**src/rtl/opl3_write_sched.sv**
```systemverilog
// opl3_write_sched
// Paced, arbitrated write front-end for the OPL3 register port. Two
// requesters (A: CPU/ISA decode, B: internal sequencer) push register writes
// into a shared FIFO. Each entry is replayed onto the OPL3 bus as an
// address-port write followed by a data-port write, with idle gaps measured
// in ce_1us ticks. The address write is skipped when the chip already holds
// the same {bank, index} from the previous pair.
//
// Ports:
//   clk, rst_n        clock, asynchronous active-low reset
//   ce_1us            one-cycle pulse every microsecond
//   a_* / b_*         requester write channels (valid/ready, bank, index, data)
//   flush             drop queued entries and abort the pair in progress
//   opl_addr/din/we   OPL3 bus (addr bit1 = bank, bit0 = data port select)
//   busy              FIFO non-empty or FSM active (registered)
//   level             FIFO occupancy (registered)
//   dbg_state         current FSM state encoding
//
// Handshake: a write is transferred on a rising clk edge where x_valid and
// x_ready are both high. x_ready is combinational from the registered FIFO
// level, the round-robin pointer, both valids and flush; a requester must hold
// valid and its payload stable until that edge.
module opl3_write_sched #(
  parameter int unsigned FIFO_DEPTH   = 16,
  parameter int unsigned ADDR_WAIT_US = 4,
  parameter int unsigned DATA_WAIT_US = 23,
  parameter int unsigned WE_CYCLES    = 2
) (
  input  logic                        clk,
  input  logic                        rst_n,
  input  logic                        ce_1us,
  input  logic                        a_valid,
  output logic                        a_ready,
  input  logic                        a_bank,
  input  logic [7:0]                  a_index,
  input  logic [7:0]                  a_data,
  input  logic                        b_valid,
  output logic                        b_ready,
  input  logic                        b_bank,
  input  logic [7:0]                  b_index,
  input  logic [7:0]                  b_data,
  input  logic                        flush,
  output logic [1:0]                  opl_addr,
  output logic [7:0]                  opl_din,
  output logic                        opl_we,
  output logic                        busy,
  output logic [$clog2(FIFO_DEPTH):0] level,
  output logic [2:0]                  dbg_state
);

  localparam int unsigned PW = $clog2(FIFO_DEPTH);
  localparam int unsigned LW = PW + 1;
  localparam logic [3:0]  WE_LAST = 4'(WE_CYCLES - 1);
  // A nonzero wait loads one extra count: the first tick after entry may
  // arrive at any point of a microsecond, so it only opens the window and the
  // remaining N ticks are full microseconds of idle bus.
  localparam logic [15:0] ADDR_LOAD = 16'((ADDR_WAIT_US == 0) ? 0 : ADDR_WAIT_US + 1);
  localparam logic [15:0] DATA_LOAD = 16'((DATA_WAIT_US == 0) ? 0 : DATA_WAIT_US + 1);

  typedef enum logic [2:0] {
    IDLE      = 3'd0,
    ADDR_WR   = 3'd1,
    ADDR_WAIT = 3'd2,
    DATA_WR   = 3'd3,
    DATA_WAIT = 3'd4
  } state_t;

  state_t        state, state_nx;
  logic [16:0]   mem [FIFO_DEPTH];
  logic [PW-1:0] wr_ptr, rd_ptr;
  logic [LW-1:0] level_nx;
  logic          full, empty, push, pop, sel_b, prio_b;
  logic          grant_a, grant_b, cached;
  logic [16:0]   push_entry, head, hold;
  logic [8:0]    last_key;
  logic          last_ok;
  logic [3:0]    we_cnt;
  logic [15:0]   wait_cnt;

  assign dbg_state = state;
  assign full      = (level == LW'(FIFO_DEPTH));
  assign empty     = (level == '0);

  // Round robin: prio_b means B wins a tie; it flips to the requester that
  // was not just served.
  assign grant_a = a_valid && (!b_valid || !prio_b);
  assign grant_b = b_valid && (!a_valid || prio_b);
  assign a_ready = rst_n && !flush && !full && grant_a;
  assign b_ready = rst_n && !flush && !full && grant_b;

  assign sel_b      = b_valid && b_ready;
  assign push       = (a_valid && a_ready) || sel_b;
  assign push_entry = sel_b ? {b_bank, b_index, b_data} : {a_bank, a_index, a_data};
  assign head       = mem[rd_ptr];
  assign cached     = last_ok && (head[16:8] == last_key);
  assign level_nx   = flush ? '0 : (level + LW'(push) - LW'(pop));

  always_comb begin
    state_nx = state;
    pop      = 1'b0;
    case (state)
      IDLE: begin
        if (!empty) begin
          pop      = 1'b1;
          state_nx = cached ? DATA_WR : ADDR_WR;
        end
      end
      ADDR_WR:   if (we_cnt == WE_LAST) state_nx = ADDR_WAIT;
      ADDR_WAIT: if (wait_cnt == '0)    state_nx = DATA_WR;
      DATA_WR:   if (we_cnt == WE_LAST) state_nx = DATA_WAIT;
      DATA_WAIT: if (wait_cnt == '0)    state_nx = IDLE;
      default:   state_nx = IDLE;
    endcase
    if (flush) begin
      state_nx = IDLE;
      pop      = 1'b0;
    end
  end

  always_ff @(posedge clk or negedge rst_n) begin
    if (!rst_n) begin
      state    <= IDLE;
      we_cnt   <= '0;
      wait_cnt <= '0;
      hold     <= '0;
      last_key <= '0;
      last_ok  <= 1'b0;
    end else begin
      state <= state_nx;
      if (pop) hold <= head;
      if ((state == ADDR_WR || state == DATA_WR) && state_nx == state)
        we_cnt <= we_cnt + 4'd1;
      else
        we_cnt <= '0;
      if (state_nx == ADDR_WAIT && state != ADDR_WAIT)
        wait_cnt <= ADDR_LOAD;
      else if (state_nx == DATA_WAIT && state != DATA_WAIT)
        wait_cnt <= DATA_LOAD;
      else if (ce_1us && wait_cnt != '0)
        wait_cnt <= wait_cnt - 16'd1;
      // An aborted address write may have left the chip latch undefined,
      // so a flush always forgets the cached key.
      if (flush)
        last_ok <= 1'b0;
      else if (state == ADDR_WR && state_nx == ADDR_WAIT) begin
        last_key <= hold[16:8];
        last_ok  <= 1'b1;
      end
    end
  end

  // Bus outputs are registered from the current state, so the bus trails the
  // FSM by one cycle; flush forces we low on the very next edge.
  always_ff @(posedge clk or negedge rst_n) begin
    if (!rst_n) begin
      opl_we   <= 1'b0;
      opl_addr <= '0;
      opl_din  <= '0;
    end else begin
      opl_we <= !flush && (state == ADDR_WR || state == DATA_WR);
      if (!flush && state == ADDR_WR) begin
        opl_addr <= {hold[16], 1'b0};
        opl_din  <= hold[15:8];
      end else if (!flush && state == DATA_WR) begin
        opl_addr <= {hold[16], 1'b1};
        opl_din  <= hold[7:0];
      end
    end
  end

  always_ff @(posedge clk) begin
    if (push) mem[wr_ptr] <= push_entry;
  end

  always_ff @(posedge clk or negedge rst_n) begin
    if (!rst_n) begin
      wr_ptr <= '0;
      rd_ptr <= '0;
      level  <= '0;
      busy   <= 1'b0;
      prio_b <= 1'b0;
    end else begin
      if (flush) begin
        wr_ptr <= '0;
        rd_ptr <= '0;
      end else begin
        if (push) wr_ptr <= wr_ptr + PW'(1);
        if (pop)  rd_ptr <= rd_ptr + PW'(1);
      end
      if (push) prio_b <= !sel_b;
      level <= level_nx;
      busy  <= (level_nx != '0) || (state_nx != IDLE);
    end
  end

endmodule
```
**config.mk**
```make
export PLATFORM = sky130hd
export DESIGN_NAME = opl3_write_sched
export DESIGN_NICKNAME = d
export VERILOG_FILES = /design/src/rtl/opl3_write_sched.sv
export SDC_FILE = /design/constraint.sdc
export NUM_CORES = 1
export LEC_CHECK = 0
export ABC_AREA = 1
export BUFFER_PORTS_ARGS = -buffer_cell sky130_fd_sc_hd__clkbuf_2
export CAP_MARGIN = 20
export CORE_UTILIZATION = 45
export DETAILED_ROUTE_END_ITERATION = 16
export SYNTH_ARGS = -nofsm -noshare
export SYNTH_HDL_FRONTEND = slang
export SYNTH_SLANG_ARGS = --single-unit
```
**constraint.sdc**
```tcl
create_clock -name clk -period 10.1 [get_ports clk]
set_input_delay 1.515 -clock clk [delete_from_list [all_inputs] [get_ports clk]]
set_output_delay 1.515 -clock clk [all_outputs]
set_load 0.02 [all_outputs]
```
==> impl_metrics.tcl <==
set metrics [dict create \
    setup_viol 0 \
    avgSynthCellArea_um2 10.8 \
    routedWlPerCell_um 17.9 \
    cellPowerDensity_mw_per_mm2 259 \
    stdcell_count 1896 \
    drt_iter0_markers 804 \
    grt_pass1_wl_mm 52.8 \
    crit_path_end_kind "output port" \
    fillCellCount 2839 \
    worstSetupStartpoint "rst_n" \
    die_h_um 184 \
    rows 66 \
    worst_hold_startpoint "opl_din[1]" \
    viasPerCell 5.21 \
    portBuffers 61 \
    grt_max_degree 85 \
    post_cts_buffers 0 \
    yosysWarnings 0 \
    postCtsHoldBufs 0 \
    setup_tns_ps 0 \
    start_util 0.458 \
    relSlewSlack 0.270 \
    final_common_cell "nand2_1" \
    grt-ovfl-total 0 \
    synth_nets 1436 \
    min-delay-path-class "register to register" \
    p_seq_frac 0.414 \
    peakVddDrop_v 0.000134 \
    outcome "finished clean" \
    worstSetupPathType "primary input to output port" \
    start_kind "primary input" \
    critPathArrivalTime_ps 3540 \
    power_mw 4.35 \
    crit_path_max_fanout 42 \
    dp_hpwl_mm 20.7 \
    p_sw_mw 1.51 \
    required_ps 8590 \
    worstMarginPinSlew_ps 1090 \
    grt_use_total 0.206 \
    yosys.cell_types.count 42 \
    ys_seq_area_frac 0.673 \
    path_clk_slew_ps 60 \
    root_buffer "clkbuf_16" \
    cts_made_buffers 37 \
    cts_tree "done" \
    clock_path_buffers 3 \
    antenna_cells 0 \
    clock_sinks 348 \
    drc_errors 0 \
    p_clk_frac 0.303 \
    finalHoldViolations 0 \
    antenna_found_initial 1 \
    finalWirelength_mm 33.9 \
    area_delta_synth_final_pct 12.3 \
    fmax_mhz 198 \
    globalplace.congestion 0.797 \
    drive_gt1_frac 0.111 \
    synth_area_mm2 0.0150 \
    netlist_instances 1381 \
    antenna_left 0 \
    ys_ff_latch 348 \
    internal_power_mw 2.84 \
    dr.pass1.iters 6 \
    ctsResizeCount 0 \
    htree_num_levels 2 \
    num-nets-final 1485 \
    dieWidth_um 184 \
    p_comb_frac 0.282 \
    mostFrequentLayoutCells "nand2_1, edfxtp_1, nor2_1, o21ai_0, inv_1" \
    num_io_pins 62 \
    clk_latency_ps 530 \
    slew_viol_final 0 \
    p_leak_nw 6.56 \
    fin_skew_ps 21.7 \
    num_vias 9872 \
    core_area_mm2 0.0326 \
    grt_setup_unrepaired "false" \
    dieArea_mm2 0.0340 \
    r2r_start "rd_ptr[0]" \
    p_sw_frac 0.347 \
    placed_cells 1830 \
    period_needed_ps 5060 \
    grt_pass1_vias 9407 \
    fin_crit_sh 0.501 \
    cap_violations 0 \
]
-- power by group through the flow --
stage               clock network [mW]  logic [mW]  registers (mW)
finish                            1.32        1.23            1.80
global route                      1.39        1.40            1.82
CTS                               1.34        1.23            1.80
detailed placement                   0        1.23            1.83
global placement                     0        1.21            1.83
floorplan                            0       0.896            1.80
-- kinds of logic (layout without fill, tap and decap cells) --
family                     Yosys count  count (layout)  synth area share
and+or+nand+nor                    628             628             0.170
DFF                                348             348             0.673
AOI/OAI and AO/OA                  214             214            0.0823
buffers and inverters              157             230            0.0500
xor gates and xnor gates            18              18            0.0105
adders and majority gates           15              15            0.0131
muxes                                1               1          0.000753
-- registers in the layout, summed over array words and instances, names as in the netlist, 5 cells and up --
register,count
last_key,9
opl_din,8
mem,272
hold,17
level,5
wait_cnt,16
-- Yosys cell counts (all sizes together) --
library cell | count | area (um^2)
or2 | 3 | 18.8
nor4 | 2 | 12.5
a31oi | 1 | 6.26
nand3 | 61 | 310
nand3b | 6 | 45.0
clkbuf | 34 | 128
edfxtp | 272 | 8170
xnor2 | 3 | 26.3
o31ai | 1 | 7.51
o311ai | 1 | 8.76
o21a | 1 | 7.51
o21ai | 138 | 709
clkinv | 1 | 3.75
a211oi | 1 | 7.51
buf | 32 | 272
xor2 | 15 | 131
inv | 90 | 345
a21oi | 24 | 120
nand4 | 8 | 65.1
dfrtp | 76 | 1900
o211ai | 15 | 118
fa | 1 | 20.0
mux2 | 1 | 11.3
nor3 | 5 | 25.0
o22ai | 14 | 87.6
nor2 | 186 | 714
o221ai | 18 | 158
nand2 | 357 | 1350
ha | 14 | 175
-- metrics by stage --
| step | area (um^2) | utilization | setup WS (ps) | hold slack [ps] |
|---|---|---|---|---|
| after floorplan | 15000 | - | 6080 | 453 |
| final | 16800 | 0.515 | 5040 | 481 |
| after global placement | 15500 | 0.477 | 4990 | 464 |
| after detailed placement | 15600 | 0.477 | 4950 | 473 |
| after CTS | 16700 | 0.513 | 4940 | 487 |
| after global routing | 16800 | 0.515 | 4770 | 497 |
-- routing by layer --
metal	vias to the layer above	wire length, um	global-route usage
met5	-	0	0
met4	0	721	0.0577
met3	54	1990	0.0326
met2	291	15800	0.331
met1	4726	15400	0.289
li1	4801	-	-
-- path summary, 6_finish.rpt --
check / endpoint / slack (ps) / depth (start not counted)
min reg2reg: opl_din[1] / 480 / 2
max: b_ready / 5040 / 9
min in group asynchronous: opl_din[0] / 990 / 1
min: opl_din[1] / 480 / 2
max in group asynchronous: rd_ptr[0] / 8200 / 2
max reg2reg: wait_cnt[13] / 5820 / 16
-- worst max-delay path, cell delays in order --
cell and delay, ps:
buf_4 440, inv_1 90, nor2_1 150, nand2_1 130, inv_1 80, nand3_2 400, clkinv_1 170, buf_4 320
clkbuf_2 230
-- layout make-up --
cell class,count,area [um^2],share of cell area
Tap cell,442,553,0.0329
Sequential cell,348,10100,0.600
Clock buffer,52,1020,0.0610
Inverter,91,350,0.0209
Clock inverter,11,146,0.00872
Timing Repair Buffer,76,463,0.0276
Multi-Input combinational cell,876,4180,0.249
Note: power is estimated with default switching activity, not from simulation.
